[src/rtl/multi_clock_gen.sv]
// multi_clock_gen: per-channel square-wave generators programmed in Hz through a serial restoring divider.
// Define MULTI_CLOCK_GEN_SYNC_EN to add a sync input that phase-aligns all enabled channels.
module multi_clock_gen #(
    parameter int NUM_CH = 4,
    parameter int CNT_W  = 32,
    parameter int SYS_HZ = 100_000_000
) (
    input  logic                                      clock,
    input  logic                                      reset,
`ifdef MULTI_CLOCK_GEN_SYNC_EN
    input  logic                                      sync,
`endif
    input  logic                                      cfg_valid,
    output logic                                      cfg_ready,
    input  logic [((NUM_CH > 1) ? $clog2(NUM_CH) : 1)-1:0] cfg_ch,
    input  logic [CNT_W-1:0]                          cfg_freq,
    output logic [NUM_CH-1:0]                         clk_out,
    output logic [NUM_CH-1:0]                         tick,
    output logic [NUM_CH-1:0]                         ch_en
);
    localparam int CH_W = (NUM_CH > 1) ? $clog2(NUM_CH) : 1;
    localparam int SW = $clog2(CNT_W + 1);
    localparam logic [CNT_W-1:0] DIVIDEND = CNT_W'(SYS_HZ);
    typedef enum logic [1:0] {IDLE, DIV, LOAD} state_t;
    state_t state_q, state_d;
    logic rdy_q;
    logic [CH_W-1:0] ch_q, ch_d;
    logic zero_q, zero_d;
    logic [CNT_W:0] div_q, div_d, rem_sh;
    logic [CNT_W-1:0] rem_q, rem_d, quo_q, quo_d, q_half;
    logic [SW-1:0] step_q, step_d;
    logic accept, take, sync_w;
`ifdef MULTI_CLOCK_GEN_SYNC_EN
    assign sync_w = sync;
`else
    assign sync_w = 1'b0;
`endif
    assign cfg_ready = rdy_q;
    assign accept = cfg_valid && rdy_q;
    // quotient bits shift in at the bottom while dividend bits shift out of the top
    assign rem_sh = {rem_q, quo_q[CNT_W-1]};
    assign take = rem_sh >= div_q;
    assign q_half = (quo_q == '0) ? '0 : quo_q - 1'b1;
    always_comb begin
        state_d = state_q;
        ch_d = ch_q;
        zero_d = zero_q;
        div_d = div_q;
        rem_d = rem_q;
        quo_d = quo_q;
        step_d = step_q;
        case (state_q)
            IDLE: if (accept) begin
                state_d = (cfg_freq == '0) ? LOAD : DIV;
                ch_d = cfg_ch;
                zero_d = cfg_freq == '0;
                div_d = {cfg_freq, 1'b0};
                rem_d = '0;
                quo_d = DIVIDEND;
                step_d = '0;
            end
            DIV: begin
                rem_d = CNT_W'(take ? rem_sh - div_q : rem_sh);
                quo_d = {quo_q[CNT_W-2:0], take};
                step_d = step_q + 1'b1;
                state_d = (step_q == SW'(CNT_W - 1)) ? LOAD : DIV;
            end
            default: state_d = IDLE;
        endcase
    end
    always_ff @(posedge clock) begin
        if (reset) begin
            state_q <= IDLE;
            rdy_q <= 1'b0;
            ch_q <= '0;
            zero_q <= 1'b0;
            div_q <= '0;
            rem_q <= '0;
            quo_q <= '0;
            step_q <= '0;
        end else begin
            state_q <= state_d;
            rdy_q <= state_d == IDLE;
            ch_q <= ch_d;
            zero_q <= zero_d;
            div_q <= div_d;
            rem_q <= rem_d;
            quo_q <= quo_d;
            step_q <= step_d;
        end
    end
    genvar i;
    for (i = 0; i < NUM_CH; i++) begin : g_ch
        logic [CNT_W-1:0] half_q, half_d, cnt_q, cnt_d;
        logic clk_q, clk_d, en_q, en_d, ld, wrap, hold;
        assign ld = state_q == LOAD && ch_q == CH_W'(i);
        assign wrap = cnt_q == half_q;
        // a load, a disabled channel or a sync pulse all park the counter at phase zero
        assign hold = ld || !en_q || sync_w;
        assign tick[i] = en_q && wrap && !ld && !sync_w;
        assign clk_out[i] = clk_q;
        assign ch_en[i] = en_q;
        always_comb begin
            half_d = (ld && !zero_q) ? q_half : half_q;
            en_d = ld ? !zero_q : en_q;
            cnt_d = (hold || wrap) ? '0 : cnt_q + 1'b1;
            clk_d = hold ? 1'b0 : clk_q ^ wrap;
        end
        always_ff @(posedge clock) begin
            if (reset) begin
                half_q <= '0;
                cnt_q <= '0;
                clk_q <= 1'b0;
                en_q <= 1'b0;
            end else begin
                half_q <= half_d;
                cnt_q <= cnt_d;
                clk_q <= clk_d;
                en_q <= en_d;
            end
        end
    end
endmodule

[config.mk]
export PLATFORM = sky130hd
export DESIGN_NAME = multi_clock_gen
export DESIGN_NICKNAME = d
export VERILOG_FILES = /design/src/rtl/multi_clock_gen.sv
export SDC_FILE = /design/constraint.sdc
export NUM_CORES = 1
export LEC_CHECK = 0
export ABC_AREA = 1
export CAP_MARGIN = 20
export CORE_ASPECT_RATIO = 2
export CORE_MARGIN = 5
export CORE_UTILIZATION = 57
export CTS_CLUSTER_DIAMETER = 30
export CTS_CLUSTER_SIZE = 8
export DETAILED_ROUTE_END_ITERATION = 8
export PLACE_DENSITY = 0.77
export SLEW_MARGIN = 20
export SYNTH_ARGS = -nofsm -noshare
export SYNTH_HDL_FRONTEND = slang
export SYNTH_SLANG_ARGS = --single-unit
[constraint.sdc]
create_clock -name clock -period 2 [get_ports clock]
set_input_delay 0.4 -clock clock [delete_from_list [all_inputs] [get_ports clock]]
set_output_delay 0.4 -clock clock [all_outputs]
set_load 0.05 [all_outputs]
==> qor.yml, run 1 <==
yosysTopAreaCell: "dfxtp_1"
drc: 0
vias: 22000
dp.cells: 3696
syn_to_final_growth_pct: 36.5
cp.arrival_ns: 2.15
hold_violations: 0
synthFlopType: "dfxtp_1"
ant_nets: 0
worstPathRequired_ns: 1.60
cts-root-buf: "clkbuf_16"
portBuffers: 49
hpwl_um: 50600
grt-ovfl-total: 0
yosysSeqAreaShare_pct: 36.1
start_kind: "flop"
p_seq_share_pct: 25.6
ys_warn_count: 0
syn_inst: 2985
ys_types: 59
cts_tree: "built"
status: "finished with violations"
dr.pass1.iters: 8
min_path_type: "in -> reg"
dpl_cell_area_um2: 24000
cts_hold_buf: 0
synth_edf_count: 0
pwr-share-clk_pct: 33.6
ys_ff_latch: 372
critPathMaxFanout: 3
fin_area_um2: 28200
final_nets: 3435
die_x_um: 145
cts_buffer_depth: 3
netlist.area_leader.share_pct: 36.1
max_freq_mhz: 392
initial_core_util_pct: 57.7
rsz0062_at_grt: "yes"
avgViaCountPerCell: 5.72
setup_viol: 36
syn_avg_cell_area_um2: 6.92
synth.most_common_cell: "nand2_1"
ir_drop_v: 0.00148
clock_skew_ns: 0.0216
synth_area_leaders: "dfxtp_1 (36%), nand2_1 (11%), inv_1 (6.9%)"
ys_async_sr_fraction_pct: 0
syn_area_um2: 20700
clkSlewWorstSetupHoldPaths_ns: 0.05
drt-initial-drc-count: 1538
antenna_found_initial: 2
r2r_slack_ns: -0.31
detail_route.wl_per_cell_um: 19.3
grt_pass1_vias: 22100
cts_buffers: 61
combPwrFrac_pct: 40.8
fp-row-count: 98
intPower_mw: 19.2
synth_nets: 3062
crit_path_end_kind: "output pin"
clock_latency_ns: 0.62
grt_max_degree: 66
worstMarginPinSlew_ns: 0.552
drv_cap: 0
violations: "setup timing"
netSwitchingFraction_pct: 36.8
final-max-slew-violation-count: 0
final_cells: 3836
die_h_um: 279
clock_sinks: 372
slew_headroom_pct: 62.9
setup_ws_ns: -0.551
p_per_area_nw_per_um2: 1080
grt_pass1_wl_um: 110000
htreeDepth: 2
pre_cts_ws_ns: -0.349
fin_crit_ns: 2.55
gp_congestion: 1.02
criticalPathCategory: "reg -> out"
p_switching_mw: 11.2
synthTopCellsByCount: "nand2_1 (624), inv_1 (378), dfxtp_1 (372)"
drive_gt1_share_pct: 28.9
ios: 50
design.die.area_um2: 40400
groute.usage.overall_pct: 34.6
coreArea_um2: 35800
p_leak_nw: 12.0
post-route-period-util_pct: 128
drt_wl_total_um: 73900
## worst max-delay path, cell delays in order (launching register included)
cell     delay (ns)
dfxtp_2        0.35
inv_2          0.05
nand2_1        0.08
nand4_1        0.16
nor4_2         0.25
buf_4          0.18
nand2_4        0.06
nor2_4         0.13
inv_2          0.06
nor2_4         0.10
buf_12         0.14
## state kept, by name, indices dropped and copies added, names as in the netlist, 4 cells and up
name / count
g_ch.cnt_q: 128
g_ch.half_q: 128
div_q: 32
quo_q: 32
rem_q: 32
step_q: 6
g_ch.clk_q: 4
g_ch.en_q: 4
## cell type report
class                           count  area [um^2]
Fill cell                        2410         7600
Antenna cell                        1         2.50
Multi-Input combinational cell   2110        12900
Tap cell                          450          563
Inverter                          389         1470
Clock inverter                     19          329
Sequential cell                   372         7580
Timing Repair Buffer              424         3770
Clock buffer                       71         1610
## power groups by stage
| stage | clock network (mW) | registers [mW] | logic [mW] |
|---|---|---|---|
| finish | 10.2 | 7.77 | 12.4 |
| global route | 10.6 | 7.77 | 13.0 |
| CTS | 10.2 | 7.77 | 10.9 |
| detailed placement | 0 | 7.88 | 8.66 |
| global placement | 0 | 7.87 | 8.56 |
| floorplan | 0 | 7.87 | 4.62 |
## layout by cell type (no fill, tap or decap), types with 37 or more instances in the layout
| cell | netlist | routed |
|---|---|---|
| nand4_1 | 61 | 61 |
| nor2_2 | 23 | 38 |
| nand3_2 | 17 | 58 |
| nand2_1 | 624 | 567 |
| nand2_2 | 25 | 49 |
| buf_4 | 13 | 342 |
| dfxtp_2 | 0 | 69 |
| xnor2_1 | 126 | 110 |
| xor2_1 | 59 | 59 |
| clkbuf_16 | 0 | 65 |
| nor3_1 | 66 | 57 |
| nor2_1 | 294 | 258 |
| nand3_1 | 156 | 102 |
| inv_2 | 10 | 37 |
| a21oi_2 | 0 | 38 |
| o21ai_0 | 186 | 184 |
| a21oi_1 | 265 | 227 |
| dfxtp_1 | 372 | 291 |
| inv_1 | 378 | 349 |
## per-stage QoR
stage	setup TNS (ns)	utilization (%)	hold slack, ns	total power, mW
floorplan	-0.0100	-	0.435	12.5
detailed placement	-8.84	66.9	0.454	16.5
global placement	-7.29	66.9	0.449	16.4
finish	-8.33	78.8	0.221	30.3
CTS	-18.43	76.1	0.200	28.9
global route	-13.08	78.8	0.224	31.4
## final timing paths
check,start,end,cells past startpoint
max,g_ch[3].cnt_q[12],tick[3],10
min,reset,g_ch[0].en_q,2
max reg2reg,div_q[16],rem_q[20],13
min reg2reg,g_ch[0].cnt_q[0],g_ch[0].cnt_q[0],1
## cells by family after synthesis
family	share of synthesized area (%)
buf+inv	9.66
flops	36.1
fa+ha+maj	2.46
compound gates	12.3
xor+xnor	7.84
simple gates	31.7
## metal layers
layer  routed length (um)  vias to the layer above  global-route usage (%)
met5                   12                        -                       0
met1                22600                    10100                    31.0
met2                37800                      974                    62.9
met4                 9520                        2                    33.1
li1                     -                    10400                       -
met3                 3990                      488                    5.24
## what timing repair did
item                       CTS  global route
setup endpoints to repair   62           145
hold endpoints to repair     0             0
pin swaps                   77            89
gates cloned                 4             4
buffers inserted            31            19
gates resized for setup    264           199
Power figures use the tool's default switching activity.
==> run 2, diff against run 1 <==
--- a/config.mk
+++ b/config.mk
@@ -13,6 +13,7 @@
 export CTS_CLUSTER_DIAMETER = 30
 export CTS_CLUSTER_SIZE = 8
 export DETAILED_ROUTE_END_ITERATION = 8
+export GPL_TIMING_DRIVEN = 0
 export PLACE_DENSITY = 0.77
 export SLEW_MARGIN = 20
 export SYNTH_ARGS = -nofsm -noshare
==> run 2 against run 1 <==
Clock power decreased by 7%. Global-route usage increased by 0.087 points. Register-to-register slack got worse by 0.24 ns. First-iteration DRC count decreased by 18%. Via count decreased by 3.7%. Cell count decreased by 5.1%. Largest cell class unchanged. Sequential power about the same. Core utilization decreased by 5.1 points. The run still ends with setup timing left. Sequential cell count unchanged. Hold slack improved by 0.18 ns. Largest power group unchanged. Maximum frequency about the same.
==> qor.yml, run 2 (synthesis gave the netlist of run 1 again) <==
status: "finished with violations"  # unchanged
violations: "setup timing"  # unchanged
path_common_cell: "nand2_1"
p_per_area_nw_per_um2: 1090  # was 1080 nW/um^2
ant_nets: 0  # unchanged
mostFrequentLayoutCells: "nand2_1 (556), inv_1 (352), dfxtp_1 (294)"  # was nand2_1 (567), inv_1 (349), buf_4 (342)
worstMarginPinSlew_ns: 0.809  # was 0.552 ns
worstPathRequired_ns: 2.44  # was 1.60 ns
pwr-share-clk_pct: 32.9  # was 33.6%
syn_to_final_growth_pct: 27.7  # was 36.5%
ir_drop_v: 0.00155  # was 0.00148 V
clock_sinks: 372  # unchanged
htreeDepth: 2  # unchanged
route.met3.wl_um: 4110  # was 3990 um
largestRegisters: "g_ch.cnt_q x128, g_ch.half_q x128"  # unchanged
max_freq_mhz: 392  # about the same
coreArea_um2: 35800  # unchanged
cts-root-buf: "clkbuf_16"  # unchanged
portBuffers: 49  # unchanged
post-route-period-util_pct: 128  # about the same
setup_viol: 56  # was 36
gp_congestion: 1.12  # was 1.02
start_kind: "flop"  # unchanged
r2r_slack_ns: -0.55  # was -0.31 ns
wl_met1_um: 22400  # was 22600 um
initial_core_util_pct: 57.7  # unchanged
critPathLaunch: "rem_q[24]"  # was g_ch[3].cnt_q[12]
slew_headroom_pct: 46.1  # was 62.9%
clkSlewWorstSetupHoldPaths_ns: 0.05  # about the same
clock_latency_ns: 0.59  # was 0.62 ns
top_layer: "met4"  # was met5
min-delay-start: "reset"  # unchanged
drv_cap: 0  # unchanged
final_nets: 3245  # was 3435
min_path_type: "in -> reg"  # unchanged
grt_pass1_vias: 21400  # was 22100
ios: 50  # unchanged
dr.pass1.iters: 6  # was 8
fin_setup_tns_ns: -14.01  # was -8.33 ns
crit_path_end_kind: "flop"  # was output pin
path_cells: "ha_4 > buf_4 > a21oi_1 > nor2_1 > nor2_1 > nand2_1 > a21oi_1 > nand2_1 > nand2_1 > nand3_4 > nand2_2 > a21oi_2"  # was inv_2 > nand2_1 > nand4_1 > nor4_2 > buf_4 > nand2_4 > nor2_4 > inv_2 > nor2_4 > buf_12
grt-ovfl-total: 0  # unchanged
p_leak_nw: 10.8  # was 12.0 nW
vias: 21200  # was 22000
fp-row-count: 98  # unchanged
p_switching_mw: 11.1  # was 11.2 mW
criticalPathCategory: "reg -> reg"  # was reg -> out
cts_tree: "built"  # unchanged
p_seq_share_pct: 27.2  # was 25.6%
avgViaCountPerCell: 5.81  # was 5.72
rsz0062_at_grt: "yes"  # unchanged
clock_skew_ns: 0.0178  # was 0.0216 ns
final-max-slew-violation-count: 0  # unchanged
antenna_cells: 0  # was 1
critPathMaxFanout: 5  # was 3
design.die.area_um2: 40400  # unchanged
cts_buffers: 58  # was 61
cts_buffer_depth: 3  # unchanged
post-route-util_pct: 73.7  # was 78.8%
die_x_um: 145  # unchanged
groute.usage.overall_pct: 34.7  # was 34.6%
fin_crit_ns: 2.55  # about the same
drt_wl_total_um: 73500  # was 73900 um
reg2reg_from: "rem_q[24]"  # was div_q[16]
combPwrFrac_pct: 39.9  # was 40.8%
pre_cts_ws_ns: -1.40  # was -0.349 ns
dpl_cell_area_um2: 21700  # was 24000 um^2
cp.arrival_ns: 2.99  # was 2.15 ns
critPathMaxStageDelay_ns: 0.57  # was 0.35 ns
cts_hold_buf: 0  # unchanged
grt_pass1_wl_um: 109000  # was 110000 um
intPower_mw: 17.6  # was 19.2 mW
grt_max_degree: 16  # was 66
detail_route.wl_per_cell_um: 20.2  # was 19.3 um
antenna_found_initial: 0  # was 2
wl_met2_um: 37900  # was 37800 um
fin_area_um2: 26400  # was 28200 um^2
hold_violations: 0  # unchanged
setup_ws_ns: -0.552  # was -0.551 ns
drt-initial-drc-count: 1259  # was 1538
layout_commonest_cell: "nand2_1"  # unchanged
drc: 0  # unchanged
hpwl_um: 51400  # was 50600 um
drive_gt1_share_pct: 23.6  # was 28.9%
die_h_um: 279  # unchanged
netSwitchingFraction_pct: 38.5  # was 36.8%
cp_slowest_cell: "a21oi_1"  # was dfxtp_2
run 2: power by group through the flow:
| stage | sequential, mW | combinational [mW] | clock, mW |
|---|---|---|---|
| 6_report | 7.80 | 11.5 | 9.45 |
| 5_1_grt | 7.81 | 12.0 | 9.78 |
| 4_1_cts | 7.79 | 9.08 | 9.44 |
| 3_5_place_dp | 7.91 | 6.95 | 0 |
| 3_3_place_gp | 7.91 | 6.86 | 0 |
| 2_1_floorplan | 7.87 | 4.62 | 0 |
run 2: worst max-delay path, delay by kind of cell (launching register included):
family          cells  cell delay, ns
compound gates      3            0.81
simple gates        7            0.75
flops               1            0.42
fa+ha+maj           1            0.26
buf+inv             1            0.14
run 2: final timing paths:
| check | to | cells after the start |
|---|---|---|
| hold reg to reg | g_ch[0].cnt_q[0] | 1 |
| setup / recovery | rem_q[28] | 12 |
| setup reg to reg | rem_q[28] | 12 |
| hold / removal | g_ch[1].clk_q | 4 |
run 2: routing by layer:
layer / track usage (%) / up-vias
li1: - / 9997
met1: 30.8 / 9735
met2: 62.3 / 934
met3: 5.71 / 485
met4: 34.6 / 0
met5: 0 / -
run 2: final cells by class:
type	count	area, um^2
multi-input cells	2110	13000
well taps	450	563
repair buffers	135	1430
clock inverters	11	176
fillers	2734	9430
inverters	389	1470
clock buffers	73	1580
plain buffers	102	559
flip-flops and latches	372	7580
run 2: what timing repair did:
item | CTS | global route
cloned | 5 | 3
pin swaps | 68 | 94
resized for setup | 339 | 308
endpoints found under the setup margin | 263 | 240
buffers inserted | 51 | 36
run 2: through the flow:
step           hold slack (ns)  total power, mW  cells
2_1_floorplan            0.435             12.5   2985
3_3_place_gp             0.447             14.8   3484
3_5_place_dp             0.457             14.9   3484
4_1_cts                  0.444             26.3   3619
5_1_grt                  0.427             29.6   3642
6_report                 0.403             28.7   3642
==> run 3, diff against run 2 <==
--- a/config.mk
+++ b/config.mk
@@ -15,6 +15,7 @@
 export DETAILED_ROUTE_END_ITERATION = 8
 export GPL_TIMING_DRIVEN = 0
 export PLACE_DENSITY = 0.77
+export SKIP_CTS_REPAIR_TIMING = 1
 export SLEW_MARGIN = 20
 export SYNTH_ARGS = -nofsm -noshare
 export SYNTH_HDL_FRONTEND = slang
==> run 3 against run 2 <==
Critical path depth is 4 lower. Hold slack better by 0.042 ns. Critical endpoint is now tick[3]. Largest power group unchanged. Maximum frequency is 1.5% higher. The flow still finishes with violations (setup timing). Largest cell class unchanged.
==> qor.yml, run 3 (synthesis gave the netlist of run 1 again) <==
status: "finished with violations"  # unchanged
violations: "setup timing"  # unchanged
multi_input_area_um2: 12500  # was 13000 um^2
fin_setup_tns_ns: -12.55  # was -14.01 ns
r2r_cells: 16  # was 12
cts_buffer_depth: 3  # unchanged
clock_latency_ns: 0.59  # about the same
critPathMaxStageDelay_ns: 0.37  # was 0.57 ns
hold_violations: 0  # unchanged
gp_congestion: 1.12  # unchanged
antenna_cells: 0  # unchanged
fp-row-count: 98  # unchanged
hpwl_um: 51400  # unchanged
timing.rr.end: "rem_q[22]"  # was rem_q[28]
r2r_slack_ns: -0.38  # was -0.55 ns
clock_skew_ns: 0.0126  # was 0.0178 ns
mostFrequentLayoutCells: "nand2_1 (578), inv_1 (360), dfxtp_1 (298)"  # was nand2_1 (556), inv_1 (352), dfxtp_1 (294)
clkSlewWorstSetupHoldPaths_ns: 0.05  # about the same
drive_gt1_share_pct: 19.6  # was 23.6%
path_common_cell: "nor2_4"  # was nand2_1
dpl_cell_area_um2: 21700  # unchanged
max_freq_mhz: 397  # was 392 MHz
pre_cts_ws_ns: -1.40  # unchanged
drt_wl_total_um: 69600  # was 73500 um
cts_tree: "built"  # unchanged
layout_commonest_cell: "nand2_1"  # unchanged
slew_headroom_pct: 47.7  # was 46.1%
rsz0062_at_grt: "yes"  # unchanged
min-delay-start: "g_ch[0].cnt_q[0]"  # was reset
cp_slowest_cell: "dfxtp_1"  # was a21oi_1
grt_pass1_wl_um: 103000  # was 109000 um
start_kind: "flop"  # unchanged
setup_viol: 40  # was 56
final-max-slew-violation-count: 0  # unchanged
fin_area_um2: 25400  # was 26400 um^2
final_nets: 3216  # was 3245
path_buf_inv: 2  # was 1
cp.arrival_ns: 2.12  # was 2.99 ns
fin_crit_ns: 2.52  # was 2.55 ns
grt_max_degree: 16  # unchanged
portBuffers: 49  # unchanged
clock_sinks: 372  # unchanged
criticalPathCategory: "reg -> out"  # was reg -> reg
drt-initial-drc-count: 1128  # was 1259
largestRegisters: "g_ch.cnt_q x128, g_ch.half_q x128"  # unchanged
grt-ovfl-total: 0  # unchanged
coreArea_um2: 35800  # unchanged
critPathMaxFanout: 3  # was 5
post-route-period-util_pct: 126  # was 128%
die_h_um: 279  # unchanged
cts_buffers: 58  # unchanged
grt_pass1_vias: 20400  # was 21400
crit_path_end_kind: "output pin"  # was flop
ff_latch_area_um2: 7570  # was 7580 um^2
design.die.area_um2: 40400  # unchanged
antenna_found_initial: 0  # unchanged
avgViaCountPerCell: 5.75  # was 5.81
ant_nets: 0  # unchanged
crit_family: "simple AND/OR/NAND/NOR gates"  # was compound AO/OA/AOI/OAI gates
hold_end: "g_ch[0].cnt_q[0]"  # was g_ch[1].clk_q
reg2reg_from: "rem_q[0]"  # was rem_q[24]
syn_to_final_growth_pct: 23.0  # was 27.7%
worstPathRequired_ns: 1.60  # was 2.44 ns
post-route-util_pct: 70.9  # was 73.7%
groute.usage.overall_pct: 32.6  # was 34.7%
min_path_type: "reg -> reg"  # was in -> reg
fillerInstances: 2899  # was 2734
vias: 20800  # was 21200
cts-root-buf: "clkbuf_16"  # unchanged
drv_cap: 0  # unchanged
detail_route.wl_per_cell_um: 19.3  # was 20.2 um
worstMarginPinSlew_ns: 0.785  # was 0.809 ns
drc: 0  # unchanged
p_per_area_nw_per_um2: 1050  # was 1090 nW/um^2
setup_ws_ns: -0.516  # was -0.552 ns
ir_drop_v: 0.00118  # was 0.00155 V
ios: 50  # unchanged
whs_path_depth: 1  # was 4
p_leak_nw: 10.5  # was 10.8 nW
die_x_um: 145  # unchanged
htreeDepth: 2  # unchanged
dr.pass1.iters: 6  # unchanged
power.total_mw: 26.6  # was 28.7 mW
initial_core_util_pct: 57.7  # unchanged
path_cells: "or2_2 > nand3_1 > nor4_2 > nand2_1 > nor2_4 > inv_2 > nor2_4 > buf_6"  # was ha_4 > buf_4 > a21oi_1 > nor2_1 > nor2_1 > nand2_1 > a21oi_1 > nand2_1 > nand2_1 > nand3_4 > nand2_2 > a21oi_2
-- run 3: metal layers --
metal  global-route usage, %  share of wire (%)  up-vias
met2                    59.3                 52      851
met4                    33.1                 12        0
li1                        -                  -     9932
met3                    4.87                5.1      405
met1                    28.4                 31     9573
met5                       0                  0        -
-- run 3: cell type report --
cell class,count,share of cell area [%]
Timing Repair Buffer,99,3.76
Buffer,108,2.41
Clock buffer,73,6.21
Multi-Input combinational cell,2111,49.1
Inverter,389,5.78
Clock inverter,11,0.695
Tap cell,450,2.22
Sequential cell,372,29.8
-- run 3: power breakdown --
part           total [mW]  switching (mW)  internal, mW
clock network        9.41            3.46          5.95
registers            7.78           0.184          7.59
logic                9.42            6.34          3.09
-- run 3: how the worst max path moves through the flow --
stage	depth (start not counted)	startpoint	to
2_1_floorplan	7	g_ch[3].cnt_q[3]	tick[3]
3_3_place_gp	6	reset	g_ch[2].half_q[29]
3_5_place_dp	6	reset	g_ch[2].half_q[30]
4_1_cts	9	g_ch[3].cnt_q[20]	tick[3]
5_1_grt	9	g_ch[3].cnt_q[13]	tick[3]
6_report	8	g_ch[3].half_q[31]	tick[3]
-- run 3: metrics by stage --
stage	cells	hold WS, ns
after global routing	3613	0.467
after global placement	3484	0.447
after detailed placement	3484	0.457
final	3613	0.445
after floorplan	2985	0.435
after CTS	3568	0.466
-- run 3: worst register-to-register path, cell delays in order (launching register included) --
cell and delay [ns]:
dfxtp_2 0.32, inv_2 0.09, ha_4 0.14, inv_4 0.04
fa_2 0.38, nand2_2 0.08, nand2_2 0.07, nand3_2 0.09
nand2_4 0.09, nand2_2 0.09, nand2_2 0.05, nand2_2 0.10
nand3_4 0.21, clkbuf_16 0.27, nand2_4 0.06, nand3_2 0.06
a21oi_1 0.15
